## config.mk

```make
export PLATFORM = sky130hd
export DESIGN_NAME = apple_eat_tracker
export DESIGN_NICKNAME = d
export VERILOG_FILES = /design/src/rtl/apple_eat_tracker.sv
export SDC_FILE = /design/constraint.sdc
export NUM_CORES = 1
export LEC_CHECK = 0
export CAP_MARGIN = 40
export CORE_ASPECT_RATIO = 0.7
export CORE_MARGIN = 1
export CORE_UTILIZATION = 30
export CTS_CLUSTER_SIZE = 25
export DETAILED_ROUTE_END_ITERATION = 16
export PLACE_DENSITY = 0.49
export SLEW_MARGIN = 20
export SYNTH_ARGS = -nofsm -noshare
export SYNTH_HDL_FRONTEND = slang
export SYNTH_SLANG_ARGS = --single-unit
```

## constraint.sdc

```tcl
create_clock -name system_clk -period 1.9 [get_ports system_clk]
set_input_delay 0.38 -clock system_clk [delete_from_list [all_inputs] [get_ports system_clk]]
set_output_delay 0.38 -clock system_clk [all_outputs]
set_load 0.005 [all_outputs]
```

## src/rtl/apple_eat_tracker.sv

```systemverilog
// Apple-eaten detector: one ARMED/HIT/WAIT_MOVE FSM per apple and a saturating score.
// Optional macro APPLE_EAT_TIMEOUT_EN lets WAIT_MOVE time out after 4 body ticks.
module apple_eat_tracker (
    input  logic       system_clk,
    input  logic       nreset,
    input  logic       clk_body,
    input  logic       enable_in,
    input  logic [3:0] snake_head_x,
    input  logic [3:0] snake_head_y,
    input  logic [7:0] apple_location1,
    input  logic [7:0] apple_location2,
    output logic       good_collision,
    output logic       good_collision2,
    output logic [7:0] score,
    output logic       busy
);

    typedef enum logic [1:0] {
        ARMED     = 2'd0,
        HIT       = 2'd1,
        WAIT_MOVE = 2'd2
    } state_t;

    state_t     state1_q, state1_d, state2_q, state2_d;
    logic [7:0] eaten_loc1_q, eaten_loc1_d, eaten_loc2_q, eaten_loc2_d;
    logic [7:0] score_q, score_d;
    logic [7:0] head_loc;
    logic       match1, match2, same_loc;
    logic [1:0] hit_count;
    logic [8:0] score_sum;

`ifdef APPLE_EAT_TIMEOUT_EN
    logic [2:0] wait_cnt1_q, wait_cnt1_d, wait_cnt2_q, wait_cnt2_d;
`endif

    assign head_loc = {snake_head_y, snake_head_x};
    assign match1   = (head_loc == apple_location1);
    assign match2   = (head_loc == apple_location2);
    // Two apples on one square: apple 1 takes the hit, apple 2 stays armed.
    assign same_loc = (apple_location1 == apple_location2);

    always_comb begin
        state1_d     = state1_q;
        eaten_loc1_d = eaten_loc1_q;
`ifdef APPLE_EAT_TIMEOUT_EN
        wait_cnt1_d  = wait_cnt1_q;
`endif
        case (state1_q)
            ARMED: begin
                if (clk_body && match1) begin
                    state1_d     = HIT;
                    eaten_loc1_d = apple_location1;
                end
            end
            HIT: begin
                state1_d = WAIT_MOVE;
`ifdef APPLE_EAT_TIMEOUT_EN
                wait_cnt1_d = 3'd0;
`endif
            end
            WAIT_MOVE: begin
                if (apple_location1 != eaten_loc1_q) begin
                    state1_d = ARMED;
                end
`ifdef APPLE_EAT_TIMEOUT_EN
                else if (clk_body) begin
                    wait_cnt1_d = wait_cnt1_q + 3'd1;
                    if (wait_cnt1_q == 3'd3) state1_d = ARMED;
                end
`endif
            end
            default: state1_d = ARMED;
        endcase
    end

    always_comb begin
        state2_d     = state2_q;
        eaten_loc2_d = eaten_loc2_q;
`ifdef APPLE_EAT_TIMEOUT_EN
        wait_cnt2_d  = wait_cnt2_q;
`endif
        case (state2_q)
            ARMED: begin
                if (enable_in && clk_body && match2 && !same_loc) begin
                    state2_d     = HIT;
                    eaten_loc2_d = apple_location2;
                end
            end
            HIT: begin
                state2_d = WAIT_MOVE;
`ifdef APPLE_EAT_TIMEOUT_EN
                wait_cnt2_d = 3'd0;
`endif
            end
            WAIT_MOVE: begin
                if (apple_location2 != eaten_loc2_q) begin
                    state2_d = ARMED;
                end
`ifdef APPLE_EAT_TIMEOUT_EN
                else if (clk_body) begin
                    wait_cnt2_d = wait_cnt2_q + 3'd1;
                    if (wait_cnt2_q == 3'd3) state2_d = ARMED;
                end
`endif
            end
            default: state2_d = ARMED;
        endcase
        // Single-apple mode parks FSM2; a HIT already showing still completes this cycle.
        if (!enable_in) state2_d = ARMED;
    end

    always_comb begin
        hit_count = {1'b0, state1_q == HIT} + {1'b0, state2_q == HIT};
        score_sum = {1'b0, score_q} + {7'b0, hit_count};
        score_d   = score_sum[8] ? 8'hFF : score_sum[7:0];
    end

    always_ff @(posedge system_clk or negedge nreset) begin
        if (!nreset) begin
            state1_q     <= ARMED;
            state2_q     <= ARMED;
            eaten_loc1_q <= 8'h55;
            eaten_loc2_q <= 8'h55;
            score_q      <= 8'h00;
`ifdef APPLE_EAT_TIMEOUT_EN
            wait_cnt1_q  <= 3'd0;
            wait_cnt2_q  <= 3'd0;
`endif
        end else begin
            state1_q     <= state1_d;
            state2_q     <= state2_d;
            eaten_loc1_q <= eaten_loc1_d;
            eaten_loc2_q <= eaten_loc2_d;
            score_q      <= score_d;
`ifdef APPLE_EAT_TIMEOUT_EN
            wait_cnt1_q  <= wait_cnt1_d;
            wait_cnt2_q  <= wait_cnt2_d;
`endif
        end
    end

    // Outputs decode the registered states, so an asynchronous reset clears them at once.
    assign good_collision  = (state1_q == HIT);
    assign good_collision2 = (state2_q == HIT);
    assign busy            = (state1_q != ARMED) || (state2_q != ARMED);
    assign score           = score_q;

endmodule
```

# Word-level counts from Yosys, hierarchy flattened
# Cells that the tools add are included.
# word_totals
output_inout_bits	11
inputBits	28
register_bits	28
word_cells	42
# op_classes
muxes	8
addsub	2
reduce_logical	14
eq_ne	13
# ops
op	count
8-bit == test	3
8-bit inequality test	2
2-bit case mux with 3 select lines	2
2-bit two-way mux	5
8-bit by 2-bit adder with 9-bit output	1
8-bit two-way mux	1
2-bit AND reduction	4
3-bit inequality test, second input constant	2
2-bit by 1-bit == test with 1-bit output, second input constant	2
2-bit == test, second input constant	2
1-bit logical AND	4
2-bit zero test	2
2-bit inequality test, second input constant	2
2-bit nonzero test	2
1-bit by 1-bit adder with 2-bit output	1
1-bit zero test	1
1-bit logical OR	1

# Logic depth before layout (Yosys ltp)
# Gate-level depths: netlist of run 1.
# logic_depth
ltp_word	6
mapped_depth	7
depth_no_buf	7

# Worst setup path before layout of run 1
# Ideal clock, no wire load.
# synth_timing
kind	flip-flop to flip-flop
startpoint	register state2_q[0]
endpoint	register score_q[0], in the netlist score[0]
period_less_slack_ps	1719
t_arrival_ps	1595
stages_incl_launch_ff	7
slack_ps	181
setup_time_ps	124
path_cell_list	dfrtp_1 -> nor2b_1 -> fa_1 -> ha_1 -> and3_1 -> nand3_1 -> nand2b_1
# synth_between
elab_chain_len	4
# synth_rtl
item	line_no	text
start, declared	24	state_t state1_q, state1_d, state2_q, state2_d;
start signal, assigned	131	state2_q <= state2_d;
2-bit by 1-bit == test with 1-bit output	--	
named net good_collision2	13	output logic good_collision2,
1-bit by 1-bit adder with 2-bit output	113	hit_count = {1'b0, state1_q == HIT} + {1'b0, state2_q == HIT};
8-bit by 2-bit adder with 9-bit output	114	score_sum = {1'b0, score_q} + {7'b0, hit_count};
8-bit two-way mux	115	score_d = score_sum[8] ? 8'hFF : score_sum[7:0];
named net score_d[0]	26	logic [7:0] score_q, score_d;
end signal, assigned	134	score_q <= score_d;
end, declared	26	
# The timed path passes the listed nets, and every way through them passes these cells.
# A chain may end at the register's enable or synchronous reset.

# Final worst setup path of run 1
# layout_timing
startpoint	input port snake_head_y[0]
endpoint	register eaten_loc1_q[7]
# layout_between
elab_chain_len	3
# layout_rtl
item	line_no	text
start, declared	9	input logic [3:0] snake_head_y,
8-bit == test	37	assign match1 = (head_loc == apple_location1);
1-bit logical AND	50	if (clk_body && match1) begin
2-bit AND reduction (no line)	--	
end signal, assigned	132	eaten_loc1_q <= eaten_loc1_d;
end, declared	25	logic [7:0] eaten_loc1_q, eaten_loc1_d, eaten_loc2_q, eaten_loc2_d;
# No other way between the ends.

==> results of run 1 <==
## per-stage QoR
| step | instances | setup TNS (ns) |
|---|---|---|
| floorplan | 138 | 0 |
| global placement | 277 | -4.52 |
| CTS | 283 | 0 |
| global route | 284 | -0.0888 |
| finish | 284 | 0 |
| detailed placement | 277 | -4.89 |
## synthesized netlist by cell type (2+ instances only)
library cell,instances,share of area (%)
and3_1,4,1.5
dfrtp_1,20,31
dfstp_2,8,13
mux2_2,16,11
nand2_1,6,1.4
nand2b_1,2,0.77
nand3_1,5,1.5
nand4_1,5,1.9
nor2_1,5,1.2
nor2b_1,3,1.2
nor3_1,2,0.61
nor4_1,4,1.5
xnor2_1,28,15
xor2_1,16,8.6
## metal layers
metal	global-route usage [%]	part of all wire (%)	vias to the layer above
li1	-	-	632
met1	21.1	52	598
met2	21.4	43	28
met3	3.86	4.6	2
met4	3.63	0.62	0
met5	0	0	-
## where the power goes
group	internal, mW	leakage, nW	switching [mW]
logic	0.174	0.775	0.123
registers	0.633	0.360	0.0187
clock network	0.186	0.0288	0.190
total	0.992	1.16	0.331
## repair_timing
action	in CTS	in global routing
endpoints found under the hold margin	0	0
endpoints found under the setup margin	12	20
cloned	0	0
pin swaps	2	8
gates resized for setup	6	13
buffers inserted	2	1
## worst min-delay path by stage
stage	endpoint	slack, ns
5_1_grt	eaten_loc2_q[1]	0.50
2_1_floorplan	eaten_loc1_q[1]	0.08
4_1_cts	eaten_loc2_q[5]	0.49
3_3_place_gp	eaten_loc2_q[1]	0.51
3_5_place_dp	eaten_loc1_q[5]	0.52
6_report	eaten_loc2_q[3]	0.48
## registers in the layout (all words and copies together), names as in the netlist
signal        cells
state2_q          2
eaten_loc2_q      8
eaten_loc1_q      8
state1_q          2
score             8
## worst register-to-register path: stages (launching register included)
cell	delay (ns)
dfrtp_1	0.41
nor2b_2	0.18
fa_2	0.38
ha_2	0.21
and3_1	0.22
nor2b_1	0.15
a21oi_1	0.13
## final cells by class
class	count	area, um2	share of cell area (%)
Multi-Input combinational cell	109	945	38.5
Clock buffer	4	55.1	2.24
Sequential cell	28	711	28.9
Tap cell	72	90.1	3.67
Inverter	1	3.75	0.153
Timing Repair Buffer	70	652	26.5
## cell families (layout without fill, tap and decap cells)
group | after synthesis | in the layout
AND/OR/NAND/NOR | 40 | 40
multiplexers | 16 | 16
buffers and inverters | 1 | 75
XOR/XNOR | 44 | 44
flip-flops | 28 | 28
AO/OA/AOI/OAI | 7 | 7
adder cells (fa/ha/maj) | 2 | 2
==> impl_metrics.py, run 1 <==
metrics = {
    "synth": {
        "avgSynthCellArea_um2": 11.8,
        "yosysUniqueCellTypes": 28,
        "synthSimpleGateAreaFrac_pct": 15.3,
        "synth_edf_count": 0,
        "yosysSeqAreaShare_pct": 43.6,
        "synth-async-reset-ratio_pct": 100,
        "synth_seq_cells": 28,
        "ys.flop_type": "dfrtp_1",
        "synthXorXnorAreaFrac_pct": 23.6,
        "synth_nets": 168,
        "synth_compound_area_share_pct": 4.29,
        "ys_warn_count": 0,
        "synthAdderAreaFrac_pct": 1.99,
        "synth_top_family_by_area": "XOR/XNOR gates",
        "netlist_instances": 138,
        "syn_area_mm2": 0.00163,
        "muxShareOfSynthArea_pct": 11.0,
    },
    "worst_setup_path": {
        "crit_path_cell_trace": "clkdlybuf4s50_1, xnor2_1, nand3_1, nor3_4, buf_12, mux2_2",
        "startpoint_type": "primary input",
        "crit_fanout": 8,
        "crit_cells": 6,
        "reg2regPathDepth": 6,
        "r2r_setup_slack_ns": 0.16,
        "cp-end-kind": "register",
        "critical_path.max_stage_delay_ns": 0.46,
        "worstSetupPathType": "primary input to register",
        "arrival_ns": 2.01,
        "required_ns": 2.06,
        "critPathBufInv": 2,
        "timing.rr.start": "state2_q[0]",
        "crit_end": "eaten_loc1_q[7]",
        "crit_path_top_delay_cell": "clkdlybuf4s50_1",
        "worstSetupStartpoint": "snake_head_y[0]",
        "rr_endpoint": "score[6]",
        "critPathTopFamily": "buffers and inverters",
    },
    "grt": {
        "antenna_found_initial": 0,
        "grt_max_degree": 29,
        "overflow": 0,
        "grt_pass1_wl_um": 6380,
        "grt_pass1_vias": 1259,
        "grt_usage_pct": 14.6,
    },
    "cells_and_area": {
        "layout-drive-gt1-share_pct": 32.1,
        "diodes": 0,
        "nNetsFinal": 243,
        "postLayoutCellArea_mm2": 0.00246,
        "layout_commonest_cell": "buf_4",
        "fill_cells": 512,
        "final_util_pct": 47.0,
        "area_growth_pct": 50.5,
        "final_cell_mix": "buf_4, xnor2_1, clkdlybuf4s50_1",
    },
    "clock_network": {
        "htree_levels": 1,
        "root_buffer": "clkbuf_8",
        "ctsHoldBuffers": 0,
        "numCtsBuffers": 3,
        "insertion_delay_ns": 0.27,
        "cts.clk_slew.worst_paths_ns": 0.10,
        "cts.sinks": 28,
        "clockBufferDepth": 2,
        "cts_tree": "built",
    },
    "sta": {
        "holdWs_ns": 0.477,
        "tightest_slew_ns": 0.420,
        "finClkSkew_ns": 0.00270,
        "hold_viol_final": 0,
        "finalCritPeriodShare_pct": 97.1,
        "slew_headroom_pct": 71.7,
        "setup_ws_ns": 0.0546,
        "rsz0062_at_grt": "true",
        "setup_viol": 0,
        "timing.fmax_mhz": 542,
        "drv_slew": 0,
        "period_needed_ns": 1.85,
    },
    "power": {
        "p_total_mw": 1.32,
        "irDropWorstVdd_mv": 0.265,
        "power_density_mw_per_mm2": 539,
        "power_leakage_nw": 1.16,
    },
    "placement": {
        "post_dp_cell_area_mm2": 0.00233,
        "io_buffer_count": 38,
        "gp_congestion": 0.765,
        "place_ws_ns": -0.340,
        "hpwlAfterDp_um": 3190,
    },
    "route": {
        "remaining_drc_errors": 0,
        "ant_nets": 0,
        "drt-pass1-iter-count": 4,
        "drt-wirelength-per-cell_um": 13.6,
        "wl_um": 3860,
        "routed_via_density": 4.44,
        "vias": 1260,
        "drt_iter0_drc": 22,
    },
    "outcome": {
        "outcome": "finished clean",
    },
    "floorplan": {
        "die_w_um": 90.1,
        "die_area_mm2": 0.00574,
        "io-pin-count": 39,
        "core_area_mm2": 0.00523,
        "initial_core_util_pct": 31.2,
        "rows": 22,
        "die_h_um": 63.7,
    },
    "job": {
        "drv_cap": 0,
    },
    "hold_path": {
        "holdCritPathClass": "primary input to asynchronous set/reset pin",
    },
}
Power figures use the tool's default switching activity.
==> run 2: changes to the inputs <==
SETUP_SLACK_MARGIN = 0.4   (was not set)
==> impl_metrics.py, run 2 (same netlist as run 1, synthesis figures left out) <==
metrics = {
    "sta": {
        "drv_slew": 0,
        "setup_viol": 0,
        "timing.fmax_mhz": 564,
        "finClkSkew_ns": 0.00153,
        "period_needed_ns": 1.77,
        "holdWs_ns": 0.473,
        "hold_viol_final": 0,
        "tightest_slew_ns": 0.371,
        "setup-tns-final_ns": 0,
        "rsz0062_at_grt": "true",
        "setup_ws_ns": 0.128,
        "slew_headroom_pct": 75.2,
        "finalCritPeriodShare_pct": 93.3,
    },
    "route": {
        "vias": 1319,
        "drt-pass1-iter-count": 4,
        "drt_iter0_drc": 18,
        "routed_via_density": 4.47,
        "wl_um": 4400,
        "remaining_drc_errors": 0,
        "ant_nets": 0,
        "drt-wirelength-per-cell_um": 14.9,
    },
    "clock_network": {
        "numCtsBuffers": 3,
        "ctsHoldBuffers": 0,
        "cts.sinks": 28,
        "cts.clk_slew.worst_paths_ns": 0.09,
        "htree_levels": 1,
        "clockBufferDepth": 2,
        "cts_tree": "built",
        "insertion_delay_ns": 0.27,
        "root_buffer": "clkbuf_8",
    },
    "worst_setup_path": {
        "cp-end-kind": "register",
        "required_ns": 2.07,
        "reg2regPathDepth": 5,
        "worstSetupPathType": "register to register",
        "startpoint_type": "register",
        "arrival_ns": 1.94,
        "timing.rr.start": "state2_q[0]",
        "r2r_setup_slack_ns": 0.13,
        "rr_endpoint": "eaten_loc2_q[7]",
        "crit_fanout": 8,
    },
    "cells_and_area": {
        "fill_cells": 508,
        "final_util_pct": 51.9,
        "layout_commonest_cell": "buf_4",
        "final_cells": 295,
        "area_growth_pct": 66.3,
        "diodes": 0,
        "nNetsFinal": 254,
        "postLayoutCellArea_mm2": 0.00271,
        "final_cell_mix": "buf_4, dlygate4sd2_1, xnor2_1, dfrtp_1, xor2_1",
        "layout-drive-gt1-share_pct": 56.1,
    },
    "placement": {
        "post_dp_cell_area_mm2": 0.00235,
        "numPlacedInstances": 275,
        "io_buffer_count": 38,
        "hpwlAfterDp_um": 3200,
        "gp_congestion": 0.761,
        "place_ws_ns": -0.317,
    },
    "power": {
        "p_total_mw": 1.32,
        "irDropWorstVdd_mv": 0.275,
        "power_density_mw_per_mm2": 487,
        "power_leakage_nw": 1.27,
    },
    "floorplan": {
        "io-pin-count": 39,
        "rows": 22,
        "die_h_um": 63.7,
        "initial_core_util_pct": 31.2,
        "die_w_um": 90.1,
        "core_area_mm2": 0.00523,
        "die_area_mm2": 0.00574,
    },
    "job": {
        "drv_cap": 0,
    },
    "grt": {
        "overflow": 0,
        "grt_pass1_vias": 1439,
        "grt_pass1_wl_um": 7140,
        "grt_usage_pct": 16.2,
        "antenna_found_initial": 0,
        "grt_max_degree": 29,
    },
    "outcome": {
        "outcome": "finished clean",
    },
    "hold_path": {
        "holdCritPathClass": "primary input to asynchronous set/reset pin",
    },
}
run 2: repair_timing:
action,CTS,global route
setup endpoints to repair,38,30
resized for setup,79,44
buffers inserted,13,3
pin swaps,23,22
endpoints found under the hold margin,0,0
run 2: per-layer routing:
metal  track usage [%]  wire [um]
met5                 0          0
met4              3.23         24
met3              4.35        186
met1              23.2       2290
met2              24.5       1900
run 2: layout make-up:
| type | count | area [um2] | share of cell area (%) |
|---|---|---|---|
| clock buffer | 4 | 45.0 | 1.66 |
| inverter | 1 | 3.75 | 0.138 |
| multi-input combinational | 109 | 1200 | 44.3 |
| sequential | 28 | 713 | 26.3 |
| tap | 72 | 90.1 | 3.32 |
| timing repair buffer | 81 | 661 | 24.3 |
run 2: how the worst max path moves through the flow:
stage	start	endpoint	cells after the start
finish	state2_q[0]	eaten_loc2_q[7]	5
global route	state2_q[0]	eaten_loc2_q[7]	5
floorplan	state1_q[0]	score[6]	7
CTS	state2_q[0]	eaten_loc2_q[5]	5
global placement	apple_location1[2]	eaten_loc2_q[7]	5
detailed placement	apple_location1[2]	eaten_loc2_q[5]	5
run 2: worst max-delay path, stage by stage (launching register included):
cell       delay [ns]
dfrtp_1          0.43
nand4bb_4        0.28
nor4b_4          0.32
o2111ai_4        0.16
buf_12           0.18
mux2_4           0.29
run 2: where the power goes:
group	switching (mW)	total (mW)	internal, mW
logic	0.147	0.330	0.184
clock network	0.187	0.338	0.151
registers	0.0215	0.655	0.633
==> run 3: changes to the inputs <==
CTS_BUF_LIST = sky130_fd_sc_hd__clkbuf_4   (was not set)
==> impl_metrics.py, run 3 (same netlist as run 1, synthesis figures left out) <==
metrics = {
    "worst_setup_path": {
        "critPathBufInv": 1,
        "crit_path_cell_trace": "clkdlybuf4s50_1, nand4bb_4, nor4b_4, o2111ai_4, mux2_4",
        "rr_endpoint": "score[6]",
        "reg2regPathDepth": 7,
        "r2r_setup_slack_ns": 0.08,
        "crit_fanout": 8,
        "cp-end-kind": "register",
        "arrival_ns": 2.07,
        "timing.rr.start": "state2_q[0]",
        "worstSetupPathType": "primary input to register",
        "required_ns": 2.13,
        "crit_cells": 5,
        "startpoint_type": "primary input",
        "critical_path.max_stage_delay_ns": 0.55,
        "critPathTopFamily": "buffers and inverters",
        "crit_path_top_delay_cell": "clkdlybuf4s50_1",
        "worstSetupStartpoint": "enable_in",
    },
    "cells_and_area": {
        "seq_area_um2": 712,
        "nNetsFinal": 257,
        "layout-drive-gt1-share_pct": 46.0,
        "fill_cells": 492,
        "final_cell_mix": "buf_4, xnor2_1, dlygate4sd2_1",
        "diodes": 0,
        "final_cells": 298,
        "area_growth_pct": 62.9,
        "multi_input_area_mm2": 0.00109,
        "layout_commonest_cell": "buf_4",
    },
    "sta": {
        "hold_viol_final": 0,
        "holdWs_ns": 0.397,
        "rsz0062_at_grt": "true",
        "setup-tns-final_ns": 0,
        "drv_slew": 0,
        "slew_headroom_pct": 73.9,
        "period_needed_ns": 1.84,
        "timing.fmax_mhz": 545,
        "tightest_slew_ns": 0.391,
        "finClkSkew_ns": 0.00881,
        "setup_viol": 0,
        "setup_ws_ns": 0.0639,
        "finalCritPeriodShare_pct": 96.6,
    },
    "outcome": {
        "outcome": "finished clean",
    },
    "grt": {
        "grt_max_degree": 29,
        "antenna_found_initial": 0,
        "grt_usage_pct": 15.5,
        "grt_pass1_wl_um": 6860,
        "grt_pass1_vias": 1394,
        "overflow": 0,
    },
    "route": {
        "wl_um": 4240,
        "remaining_drc_errors": 0,
        "vias": 1323,
        "drt-wirelength-per-cell_um": 14.2,
        "routed_via_density": 4.44,
        "ant_nets": 0,
        "drt_iter0_drc": 26,
        "drt-pass1-iter-count": 4,
    },
    "hold_path": {
        "holdCritPathClass": "primary input to asynchronous set/reset pin",
    },
    "clock_network": {
        "cts.clk_slew.worst_paths_ns": 0.15,
        "numCtsBuffers": 3,
        "cts_tree": "built",
        "root_buffer": "clkbuf_4",
        "clockBufferDepth": 2,
        "insertion_delay_ns": 0.33,
        "htree_levels": 1,
        "ctsHoldBuffers": 0,
        "cts.sinks": 28,
    },
    "job": {
        "drv_cap": 0,
    },
    "power": {
        "power_density_mw_per_mm2": 464,
        "irDropWorstVdd_mv": 0.268,
        "power_leakage_nw": 1.30,
    },
    "floorplan": {
        "die_area_mm2": 0.00574,
        "rows": 22,
        "die_h_um": 63.7,
        "die_w_um": 90.1,
        "initial_core_util_pct": 31.2,
        "core_area_mm2": 0.00523,
        "io-pin-count": 39,
    },
    "placement": {
        "place_ws_ns": -0.317,
        "gp_congestion": 0.761,
        "hpwlAfterDp_um": 3200,
        "io_buffer_count": 38,
        "numPlacedInstances": 275,
    },
}
[run 3: layout make-up]
type | count | area share (%)
well taps | 72 | 3.39
flip-flops and latches | 28 | 26.8
repair buffers | 84 | 27.6
clock buffers | 4 | 1.13
inverters | 1 | 0.141
multi-input cells | 109 | 40.9
[run 3: worst max path at each step]
stage               slack (ns)               to
detailed placement       -0.32  eaten_loc2_q[5]
finish                    0.06  eaten_loc2_q[7]
global placement         -0.31  eaten_loc2_q[7]
global route             0.009         score[6]
floorplan                 0.36         score[6]
CTS                       0.11  eaten_loc2_q[5]
[run 3: stage by stage]
step	power [mW]	instance area [um2]	utilization, %
after global placement	0.959	2350	45.0
after CTS	1.24	2500	47.8
after detailed placement	0.965	2350	45.0
after global routing	1.31	2660	50.8
after floorplan	0.784	1670	-
final	1.23	2660	50.8
[run 3: routing by layer]
layer / GRT usage (%) / part of all wire, % / up-vias
met3: 3.62 / 3.8 / 2
met4: 3.43 / 0.57 / 0
met1: 23.1 / 53 / 631
met2: 22.4 / 43 / 28
met5: 0 / 0 / -
li1: - / - / 662
[run 3: repair_timing]
action,4_1_cts,5_1_grt
buffers inserted,12,7
endpoints found under the setup margin,38,31
cloned,0,0
pin swaps,14,18
gates resized for setup,47,32
[run 3: where the power goes]
part / internal, mW / switching [mW] / leakage (nW)
combinational: 0.166 / 0.138 / 0.919
sequential: 0.633 / 0.0194 / 0.359
clock: 0.0967 / 0.179 / 0.0184
[run 3: worst reg2reg max path: stages (launching register included)]
cell	delay, ns
dfrtp_1	0.45
nor2b_4	0.15
buf_6	0.12
fa_2	0.43
ha_4	0.20
and3_4	0.17
nor2b_4	0.12
a21oi_2	0.13
